[src/rtl/fetch_pkg.sv]
// Shared types and constants for the instruction fetch stage: queue entry,
// fetch FSM states, the NOP used for trap entries and a count-width helper.
package fetch_pkg;

    localparam int unsigned DEFAULT_QUEUE_DEPTH = 2;
    localparam logic [31:0] NOP_INST            = 32'h0000_0013;
    localparam logic [31:0] PC_STEP             = 32'd4;

    typedef enum logic [1:0] {
        BOOT  = 2'd0,
        FETCH = 2'd1,
        HOLD  = 2'd2
    } fetch_state_t;

    typedef struct packed {
        logic [31:0] pc;
        logic [31:0] inst;
        logic        fault;
    } fetch_entry_t;

    // Width able to hold the values 0..depth inclusive.
    function automatic int unsigned count_width(input int unsigned depth);
        return $clog2(depth) + 1;
    endfunction

endpackage

[src/rtl/fetch_queue.sv]
// Small synchronous FIFO with flush, used both as the decode-facing fetch queue
// and as the pc tracker for in-flight memory requests.
module fetch_queue
    import fetch_pkg::*;
#(
    parameter int unsigned  DEPTH = DEFAULT_QUEUE_DEPTH,
    parameter type          T     = fetch_entry_t,
    localparam int unsigned CW    = count_width(DEPTH),
    localparam int unsigned PW    = CW - 1
) (
    input  logic          clock,
    input  logic          reset,
    input  logic          flush,
    input  logic          push,
    input  T              push_data,
    input  logic          pop,
    output T              head,
    output logic          head_valid,
    output logic [CW-1:0] count
);

    T              mem_q [DEPTH];
    logic [PW-1:0] wr_ptr_q, wr_ptr_d;
    logic [PW-1:0] rd_ptr_q, rd_ptr_d;
    logic [CW-1:0] count_q, count_d;
    logic          do_push_s;
    logic          do_pop_s;

    // Pointer/occupancy update; a pop frees the slot a same-cycle push needs when full.
    always_comb begin
        do_pop_s  = pop && (count_q != '0);
        do_push_s = push && ((count_q != CW'(DEPTH)) || do_pop_s);
        wr_ptr_d  = wr_ptr_q;
        rd_ptr_d  = rd_ptr_q;
        count_d   = count_q;
        if (flush) begin
            wr_ptr_d = '0;
            rd_ptr_d = '0;
            count_d  = '0;
        end else begin
            wr_ptr_d = do_push_s ? (wr_ptr_q + PW'(1)) : wr_ptr_q;
            rd_ptr_d = do_pop_s  ? (rd_ptr_q + PW'(1)) : rd_ptr_q;
            count_d  = count_q + CW'(do_push_s) - CW'(do_pop_s);
        end
    end

    // Pointer and count registers.
    always_ff @(posedge clock or negedge reset) begin
        if (!reset) begin
            wr_ptr_q <= '0;
            rd_ptr_q <= '0;
            count_q  <= '0;
        end else begin
            wr_ptr_q <= wr_ptr_d;
            rd_ptr_q <= rd_ptr_d;
            count_q  <= count_d;
        end
    end

    // Entry storage.
    always_ff @(posedge clock or negedge reset) begin
        if (!reset) begin
            for (int i = 0; i < int'(DEPTH); i++) begin
                mem_q[i] <= '0;
            end
        end else if (do_push_s && !flush) begin
            mem_q[wr_ptr_q] <= push_data;
        end
    end

    assign head_valid = (count_q != '0);
    assign head       = head_valid ? mem_q[rd_ptr_q] : '0;
    assign count      = count_q;

endmodule

[src/rtl/instruction_fetch.sv]
// Fetch stage: issues in-order imem requests, queues returned words with their pc
// for decode, steers the pc. Optional misaligned-pc trap under FETCH_MISALIGN_TRAP_EN.
module instruction_fetch
    import fetch_pkg::*;
#(
    parameter int unsigned QUEUE_DEPTH = DEFAULT_QUEUE_DEPTH
) (
    input  logic        clock,
    input  logic        reset,
    input  logic [31:0] pc,
    output logic        pc_write_enable,
    output logic [31:0] next_pc,
    input  logic        redirect_valid,
    input  logic [31:0] redirect_pc,
    output logic        imem_req_valid,
    input  logic        imem_req_ready,
    output logic [31:0] imem_req_addr,
    input  logic        imem_resp_valid,
    input  logic [31:0] imem_resp_data,
    output logic        inst_valid,
    input  logic        inst_ready,
    output logic [31:0] inst_data,
    output logic [31:0] inst_pc,
    output logic        inst_fault
);

    localparam int unsigned CNT_W  = count_width(QUEUE_DEPTH);
    // Extra headroom: back-to-back redirects can stack stale responses still in memory.
    localparam int unsigned DROP_W = CNT_W + 3;
`ifdef FETCH_MISALIGN_TRAP_EN
    localparam logic TRAP_EN = 1'b1;
`else
    localparam logic TRAP_EN = 1'b0;
`endif

    fetch_state_t      state_q, state_d;
    logic [DROP_W-1:0] drop_cnt_q, drop_cnt_d;
    logic              fault_latch_q, fault_latch_d;

    logic [CNT_W-1:0]  credits_s;
    logic              misalign_s;
    logic              resp_take_s;
    logic              resp_drop_s;
    logic              req_valid_s;
    logic              pc_we_s;
    logic [31:0]       next_pc_s;
    logic              q_push_s;
    logic              q_flush_s;
    fetch_entry_t      q_entry_s;
    fetch_entry_t      q_head_s;
    logic              q_head_valid_s;
    logic [CNT_W-1:0]  q_count_s;
    logic              trk_push_s;
    logic              trk_pop_s;
    logic [31:0]       trk_head_s;
    logic              trk_head_valid_s;
    logic [CNT_W-1:0]  trk_count_s;

    // The tracker occupancy is the number of requests awaiting a kept response.
    assign credits_s   = CNT_W'(QUEUE_DEPTH) - q_count_s - trk_count_s;
    assign misalign_s  = TRAP_EN && (pc[1:0] != 2'b00);
    assign resp_drop_s = imem_resp_valid && (drop_cnt_q != '0);
    assign resp_take_s = imem_resp_valid && (drop_cnt_q == '0) && trk_head_valid_s;

    // FSM next state, issue, response routing and redirect flush.
    always_comb begin
        state_d       = state_q;
        drop_cnt_d    = drop_cnt_q;
        fault_latch_d = fault_latch_q;
        req_valid_s   = 1'b0;
        pc_we_s       = 1'b0;
        next_pc_s     = 32'h0000_0000;
        q_push_s      = 1'b0;
        q_flush_s     = 1'b0;
        q_entry_s     = '0;
        trk_push_s    = 1'b0;
        trk_pop_s     = 1'b0;
        case (state_q)
            BOOT: begin
                state_d = FETCH;
            end
            FETCH, HOLD: begin
                next_pc_s = pc + PC_STEP;
                if (redirect_valid) begin
                    pc_we_s       = 1'b1;
                    next_pc_s     = redirect_pc;
                    q_flush_s     = 1'b1;
                    // Everything still owed by memory after this cycle becomes stale.
                    drop_cnt_d    = drop_cnt_q - DROP_W'(resp_drop_s) + DROP_W'(trk_count_s)
                                  - DROP_W'(resp_take_s);
                    fault_latch_d = 1'b0;
                    state_d       = FETCH;
                end else begin
                    drop_cnt_d = resp_drop_s ? (drop_cnt_q - DROP_W'(1)) : drop_cnt_q;
                    if (resp_take_s) begin
                        q_push_s  = 1'b1;
                        q_entry_s = '{pc: trk_head_s, inst: imem_resp_data, fault: 1'b0};
                        trk_pop_s = 1'b1;
                    end else begin
                        trk_pop_s = 1'b0;
                    end
                    if ((state_q == FETCH) && (credits_s != '0) && !fault_latch_q) begin
                        if (misalign_s) begin
                            // Wait for older fetches to land so the fault entry stays in order.
                            if (trk_count_s == '0) begin
                                q_push_s      = 1'b1;
                                q_entry_s     = '{pc: pc, inst: NOP_INST, fault: 1'b1};
                                fault_latch_d = 1'b1;
                            end else begin
                                fault_latch_d = fault_latch_q;
                            end
                        end else begin
                            req_valid_s = 1'b1;
                            pc_we_s     = imem_req_ready;
                            trk_push_s  = imem_req_ready;
                        end
                    end else begin
                        req_valid_s = 1'b0;
                    end
                    if (state_q == FETCH) begin
                        state_d = ((credits_s == '0) || fault_latch_q) ? HOLD : FETCH;
                    end else begin
                        state_d = ((credits_s != '0) && !fault_latch_q) ? FETCH : HOLD;
                    end
                end
            end
            default: begin
                state_d = BOOT;
            end
        endcase
    end

    // Control registers.
    always_ff @(posedge clock or negedge reset) begin
        if (!reset) begin
            state_q       <= BOOT;
            drop_cnt_q    <= '0;
            fault_latch_q <= 1'b0;
        end else begin
            state_q       <= state_d;
            drop_cnt_q    <= drop_cnt_d;
            fault_latch_q <= fault_latch_d;
        end
    end

    fetch_queue #(.DEPTH(QUEUE_DEPTH), .T(fetch_entry_t)) u_queue (
        .clock      (clock),
        .reset      (reset),
        .flush      (q_flush_s),
        .push       (q_push_s),
        .push_data  (q_entry_s),
        .pop        (inst_ready),
        .head       (q_head_s),
        .head_valid (q_head_valid_s),
        .count      (q_count_s)
    );

    fetch_queue #(.DEPTH(QUEUE_DEPTH), .T(logic [31:0])) u_pc_tracker (
        .clock      (clock),
        .reset      (reset),
        .flush      (q_flush_s),
        .push       (trk_push_s),
        .push_data  (pc),
        .pop        (trk_pop_s),
        .head       (trk_head_s),
        .head_valid (trk_head_valid_s),
        .count      (trk_count_s)
    );

    assign pc_write_enable = pc_we_s;
    assign next_pc         = next_pc_s;
    assign imem_req_valid  = req_valid_s;
    assign imem_req_addr   = {pc[31:2], 2'b00};
    assign inst_valid      = q_head_valid_s;
    assign inst_data       = q_head_s.inst;
    assign inst_pc         = q_head_s.pc;
    assign inst_fault      = q_head_s.fault & TRAP_EN;

endmodule
[config.mk]
export PLATFORM = sky130hd
export DESIGN_NAME = instruction_fetch
export DESIGN_NICKNAME = d
export VERILOG_FILES = /design/src/rtl/fetch_pkg.sv /design/src/rtl/fetch_queue.sv /design/src/rtl/instruction_fetch.sv
export SDC_FILE = /design/constraint.sdc
export NUM_CORES = 1
export LEC_CHECK = 0
export BUFFER_PORTS_ARGS = -buffer_cell sky130_fd_sc_hd__buf_2
export CORE_MARGIN = 4
export CORE_UTILIZATION = 30
export CTS_BUF_LIST = sky130_fd_sc_hd__clkbuf_2 sky130_fd_sc_hd__clkbuf_4 sky130_fd_sc_hd__clkbuf_8
export CTS_CLUSTER_SIZE = 28
export DETAILED_ROUTE_END_ITERATION = 16
export PLACE_DENSITY = 0.59
export SYNTH_ARGS = -nofsm -noshare
export SYNTH_HDL_FRONTEND = slang
export SYNTH_SLANG_ARGS = --single-unit
[constraint.sdc]
create_clock -name clock -period 4.24 [get_ports clock]
set_clock_uncertainty 0.1 [all_clocks]
set_input_delay 0.212 -clock clock [delete_from_list [all_inputs] [get_ports clock]]
set_output_delay 0.212 -clock clock [all_outputs]
set_load 0.005 [all_outputs]
Word level (Yosys, flattened, before mapping)
Cells that the tools add are included.
Operators by class
  add/sub/neg operators: 15
  multipliers: 0
  div/mod/pow operators: 0
  $lt $le $gt $ge: 6
  eq/ne operators: 4
  shifts and indexed selects: 0
  mux-type cells: 49
  bitwise gates (word level): 4
  reduce and logical (&&, ||, !) cells: 29
Operator list (count)
  $mux 65: 8
  $mux 32: 7
  $bwmux 130: 1
  $demux 65 s1: 1
  $bwmux 64: 1
  $add 32x3->32 const B: 1
  $demux 32 s1: 1
  $mux 1: 21
  $reduce_bool 2->1: 8
  $logic_and 1x1->1: 12
  $mux 2: 6
  $mux 5: 2
  $sub 5x1->5: 2
  $ge 2x2->1 const B: 4
  $not 1->2: 4
  $add 5x2->5: 1
  $logic_not 5->1: 1
  $reduce_bool 5->1: 1
  $sub 5x1->5 const B: 1
  $add 1x1->1 const B: 4
  $add 2x1->2: 2
  $logic_not 2->1: 2
  $lt 2x1->1 const B: 2
  $ne 2x2->1 const B: 2
  10 further kinds: 12
Storage, ports and cells
  register bits: 209
  latch bits: 0
  bits in writable memories: 0
  bits in read-only memories: 0
  logic and storage cells: 123
  memories: 0

Longest topological paths before layout
  depth in word-level cells: 12
  mapped depth: 16

Hierarchy
A second synthesis with hierarchy kept.
Second synthesis, totals
  cell total of the unflattened synthesis: 1045
  area, all modules: 11981.5 µm²
By module, submodules not included
  fetch_queue (u_queue): times used 1, cells an instance 445, area an instance 6268.5 µm²
  fetch_queue (u_pc_tracker): times used 1, cells an instance 232, area an instance 3203.1 µm²
  instruction_fetch: times used 1, cells an instance 368, area an instance 2509.9 µm²

Worst setup path before layout
No wires, ideal clock.
  path type: reg2reg
  start point: register drop_cnt_q[2]
  end point: register drop_cnt_q[4]
  setup time: 123 ps
  data arrival time: 3234 ps
  setup slack: 783 ps
  cell stages (with the launch flop): 17
  path buffers: 1
  period minus slack after synthesis: 3457 ps
  path through: dfrtp_1 -> inv_1 -> ha_1 -> nand3b_1 -> and2_1 -> clkbuf_1 -> fa_1 -> fa_1 -> inv_1 -> ha_1 -> inv_1 -> fa_1 -> nand2b_1 -> a21oi_1 -> or4_1 -> nand3_1 -> xor2_1
Between the ends
  longest elaborated chain between the ends: 6
  elaborated cells between the ends (all ways): 13
  classes of those cells: add/sub: 4; mux: 2; reduce/logical: 7
Ends and longest elaborated chain
  from (decl): RTL line instruction_fetch.sv:37  | logic [DROP_W-1:0] drop_cnt_q, drop_cnt_d;
  from (signal assigned): RTL line instruction_fetch.sv:141  | drop_cnt_q <= drop_cnt_d;
  $reduce_bool 5->1: RTL line instruction_fetch.sv:62  | assign resp_drop_s = imem_resp_valid && (drop_cnt_q != '0);
  $logic_and 1x1->1: RTL line instruction_fetch.sv:62
  $sub 5x1->5: RTL line instruction_fetch.sv:89  | drop_cnt_d = drop_cnt_q - DROP_W'(resp_drop_s) + DROP_W'(trk_count_s)
  $add 5x2->5: RTL line instruction_fetch.sv:89
  $sub 5x1->5: RTL line instruction_fetch.sv:90  | - DROP_W'(resp_take_s);
  $mux 5: RTL line instruction_fetch.sv:84  | if (redirect_valid) begin
Several ways; a longest one is shown, not always the timed one. The select of a mux whose other input is x is not followed.
A chain may end at the register's enable or synchronous reset.

Worst setup path after layout
Ends and elaborated chain as after synthesis.

==> flow_summary.toml <==
[critical_path]
critPathBufInv = 3
critPathMaxFanout = 7
path_cells = "inv_1 > ha_1 > nand3b_1 > and2_1 > fa_1 > fa_1 > inv_1 > ha_1 > inv_1 > fa_1 > nand2b_1 > a21oi_1 > or4_1 > nand3_1 > xor2_1"
arrival_ps = 4050
cp_data_required_time_ps = 4550
cp_slowest_cell = "fa_1"
cp-start-kind = "flop"
cp_top_family = "adder cells"
setup.worst_path.class = "reg2reg"
r2r_slack_ps = 500
end_kind = "flop"
critPathMaxStageDelay_ps = 490

[synth]
synthCells = 982
synthArstFlopShare_pct = 100.0
syn_area_per_cell_um2 = 11.06
ys.flop_type = "dfrtp_1"
syn_area_mm2 = 0.01086
ys.warnings.count = 0
ys_ff_latch = 207
ys_seq_area_share_pct = 47.68
synth_edf_count = 0
ys_types = 50

[timing]
finalHoldViolations = 0
slew_violations = 0
worstMarginPinSlew_ps = 1177
fin_crit_ps = 3736
max_slew_margin_pct = 21.42
setup_viol_count_final = 0
rsz0062_at_grt = "no"
period_share_pct = 88.11
fmax_mhz = 267.7
setup_tns_ps = 0

[die]
die_x_um = 198.3
die_h_um = 198.3
core_area_mm2 = 0.03566
die_area_mm2 = 0.03932
start_util_pct = 30.47
num_rows = 69
io_pins = 234

[drt]
vias = 7940
wl_per_cell_um = 16.68
first_iter_violations = 288
drt_first_pass_iters = 4
ant_nets = 0
vias_per_cell = 4.614
drc = 0
drt_wl_total_um = 28710

[pwr]
p_leak_nw = 6.552
p_sw_share_pct = 33.13
combPwrFrac_pct = 33.7
clkPwrFrac_pct = 28.3
internal-power_mw = 4.780
power.switching_mw = 2.368
p_seq_share_pct = 38.1
peakVddDrop_mv = 0.3828
powerDensity_mw_per_mm2 = 524.2
p_total_mw = 7.148

[clocking]
cts_tree = "yes"
clockRootBuffer = "clkbuf_8"
cts.reportedPaths.clkPinSlew_ps = 60
cts_sinks = 207
ctsResizeCount = 0
clk_path_buf_depth = 3
cts_buffers = 39
htree_levels = 2
worst_skew_pair.late_latency_ps = 540

[layout]
num-fill-cells = 3526
final_layout_size_suffix_gt1_share_pct = 35.24
syn_to_final_growth_pct = 25.52
diodes = 0
nets = 1359
final_cell_area_mm2 = 0.01364

[place]
place_hpwl_um = 19110
gp_congestion = 0.7798
dpl_cell_area_mm2 = 0.01216
portBuffers = 230

[grt]
grt_pass1_vias = 8019
overflow = 0
grt_max_degree = 127
grtUsageTotal_pct = 14.33
grt_antenna_before_repair = 0
grt_pass1_wl_um = 44970

[hold_path]
min_path_type = "in2reg"

[run_status]
status = "complete, no violations"

[flow_run]
drv_cap = 0
-- logic make-up after synthesis --
logic type	after synthesis	synth area share, %
flip-flops	207	47.68
adder cells (fa/ha/maj)	21	2.626
AND/OR/NAND/NOR	240	10.17
multiplexers	228	23.52
XOR/XNOR	36	3.052
other	1	0.03452
buffers and inverters	117	6.128
AO/OA/AOI/OAI	132	6.784
-- Yosys cell counts, types with 7 or more instances --
cell,count,area [µm²]
dfrtp_1,207,5180
nor2_1,110,412.9
mux2i_1,100,1001
mux2_2,96,1081
nand2_1,61,229.0
o21ai_0,61,305.3
a21oi_1,55,275.3
buf_4,34,255.2
clkbuf_1,34,127.6
mux2_4,30,450.4
xor2_1,27,236.5
inv_1,20,75.07
ha_1,18,225.2
buf_2,16,80.08
nand3_1,12,60.06
and2_1,11,68.82
nand4_1,10,62.56
xnor2_1,8,70.07
and4_1,7,61.31
-- power groups by stage --
stage	Clock [mW]	Combinational, mW	Sequential [mW]
2_1_floorplan	0	1.76	2.59
3_3_place_gp	0	2.33	2.74
3_5_place_dp	0	2.38	2.76
4_1_cts	2.12	2.44	2.73
5_1_grt	2.21	2.68	2.78
6_report	2.02	2.41	2.72
-- tightest hold or removal path: cells and delay by family --
family,cells,cell delay [ps]
multiplexers,1,120
AND/OR/NAND/NOR,2,250
buffers and inverters,1,120
-- flip-flops by register name (all words and copies together), names as in the netlist, 2 cells and up --
register	cells
u_queue.mem_q	128
u_pc_tracker.mem_q	64
drop_cnt_q	5
state_q	2
u_pc_tracker.count	2
u_queue.count	2
-- metrics by stage --
step / utilization [%] / hold slack [ps] / instances / worst slack, ps
2_1_floorplan: - / -183.6 / 984 / 783.2
3_3_place_gp: 34.09 / 300.8 / 1589 / 644.3
3_5_place_dp: 34.09 / 311.8 / 1589 / 520.6
4_1_cts: 38.24 / 77.76 / 1721 / 503.5
5_1_grt: 38.24 / 124.1 / 1721 / 247.0
6_report: 38.24 / 118.0 / 1721 / 504.0
-- worst paths after layout --
path	from	to	cells past startpoint
min in group asynchronous	reset	u_pc_tracker.mem_q[35]$_DFFE_PN0P_	2
max	drop_cnt_q[2]$_DFFE_PN0P_	drop_cnt_q[4]$_DFFE_PN0P_	15
min reg2reg	u_queue.mem_q[108]$_DFFE_PN0P_	u_queue.mem_q[108]$_DFFE_PN0P_	2
max reg2reg	drop_cnt_q[2]$_DFFE_PN0P_	drop_cnt_q[4]$_DFFE_PN0P_	15
max in group asynchronous	reset	u_queue.mem_q[83]$_DFFE_PN0P_	3
min	imem_resp_valid	u_pc_tracker.rd_ptr_q$_DFFE_PN0P_	4
-- timing repair --
action / CTS / global route
hold buffers: 67 / 0
endpoints found under the hold margin: 255 / 0
buffers inserted: 0 / 0
-- area by class of cell --
cell class | count | area (µm²) | area share, %
flip-flops and latches | 207 | 5185 | 38.03
clock inverters | 7 | 91.34 | 0.6698
clock buffers | 58 | 716.9 | 5.258
well taps | 461 | 576.8 | 4.230
inverters | 20 | 75.07 | 0.5506
repair buffers | 308 | 1952 | 14.31
multi-input cells | 660 | 5039 | 36.95
-- cell usage in the layout (no fill, tap or decap), types with 10 or more instances in the layout --
| cell | count |
|---|---|
| nor2_1 | 109 |
| buf_2 | 229 |
| dfrtp_1 | 205 |
| o21ai_0 | 61 |
| xor2_1 | 27 |
| nand3_1 | 12 |
| dlygate4sd3_1 | 67 |
| ha_1 | 18 |
| mux2_2 | 96 |
| mux2_4 | 30 |
| and2_1 | 10 |
| clkbuf_4 | 13 |
| inv_1 | 20 |
| mux2i_1 | 100 |
| nand4_1 | 10 |
| clkbuf_8 | 45 |
| nand2_1 | 61 |
| a21oi_1 | 55 |
-- per-layer routing --
metal,wire length [µm],global-route usage [%],up-vias
met5,0,0,-
met4,548,3.724,0
met3,1753,3.046,36
met2,12380,22.04,252
met1,14030,20.61,3798
li1,-,-,3854
(Power assumes the default switching activity.)
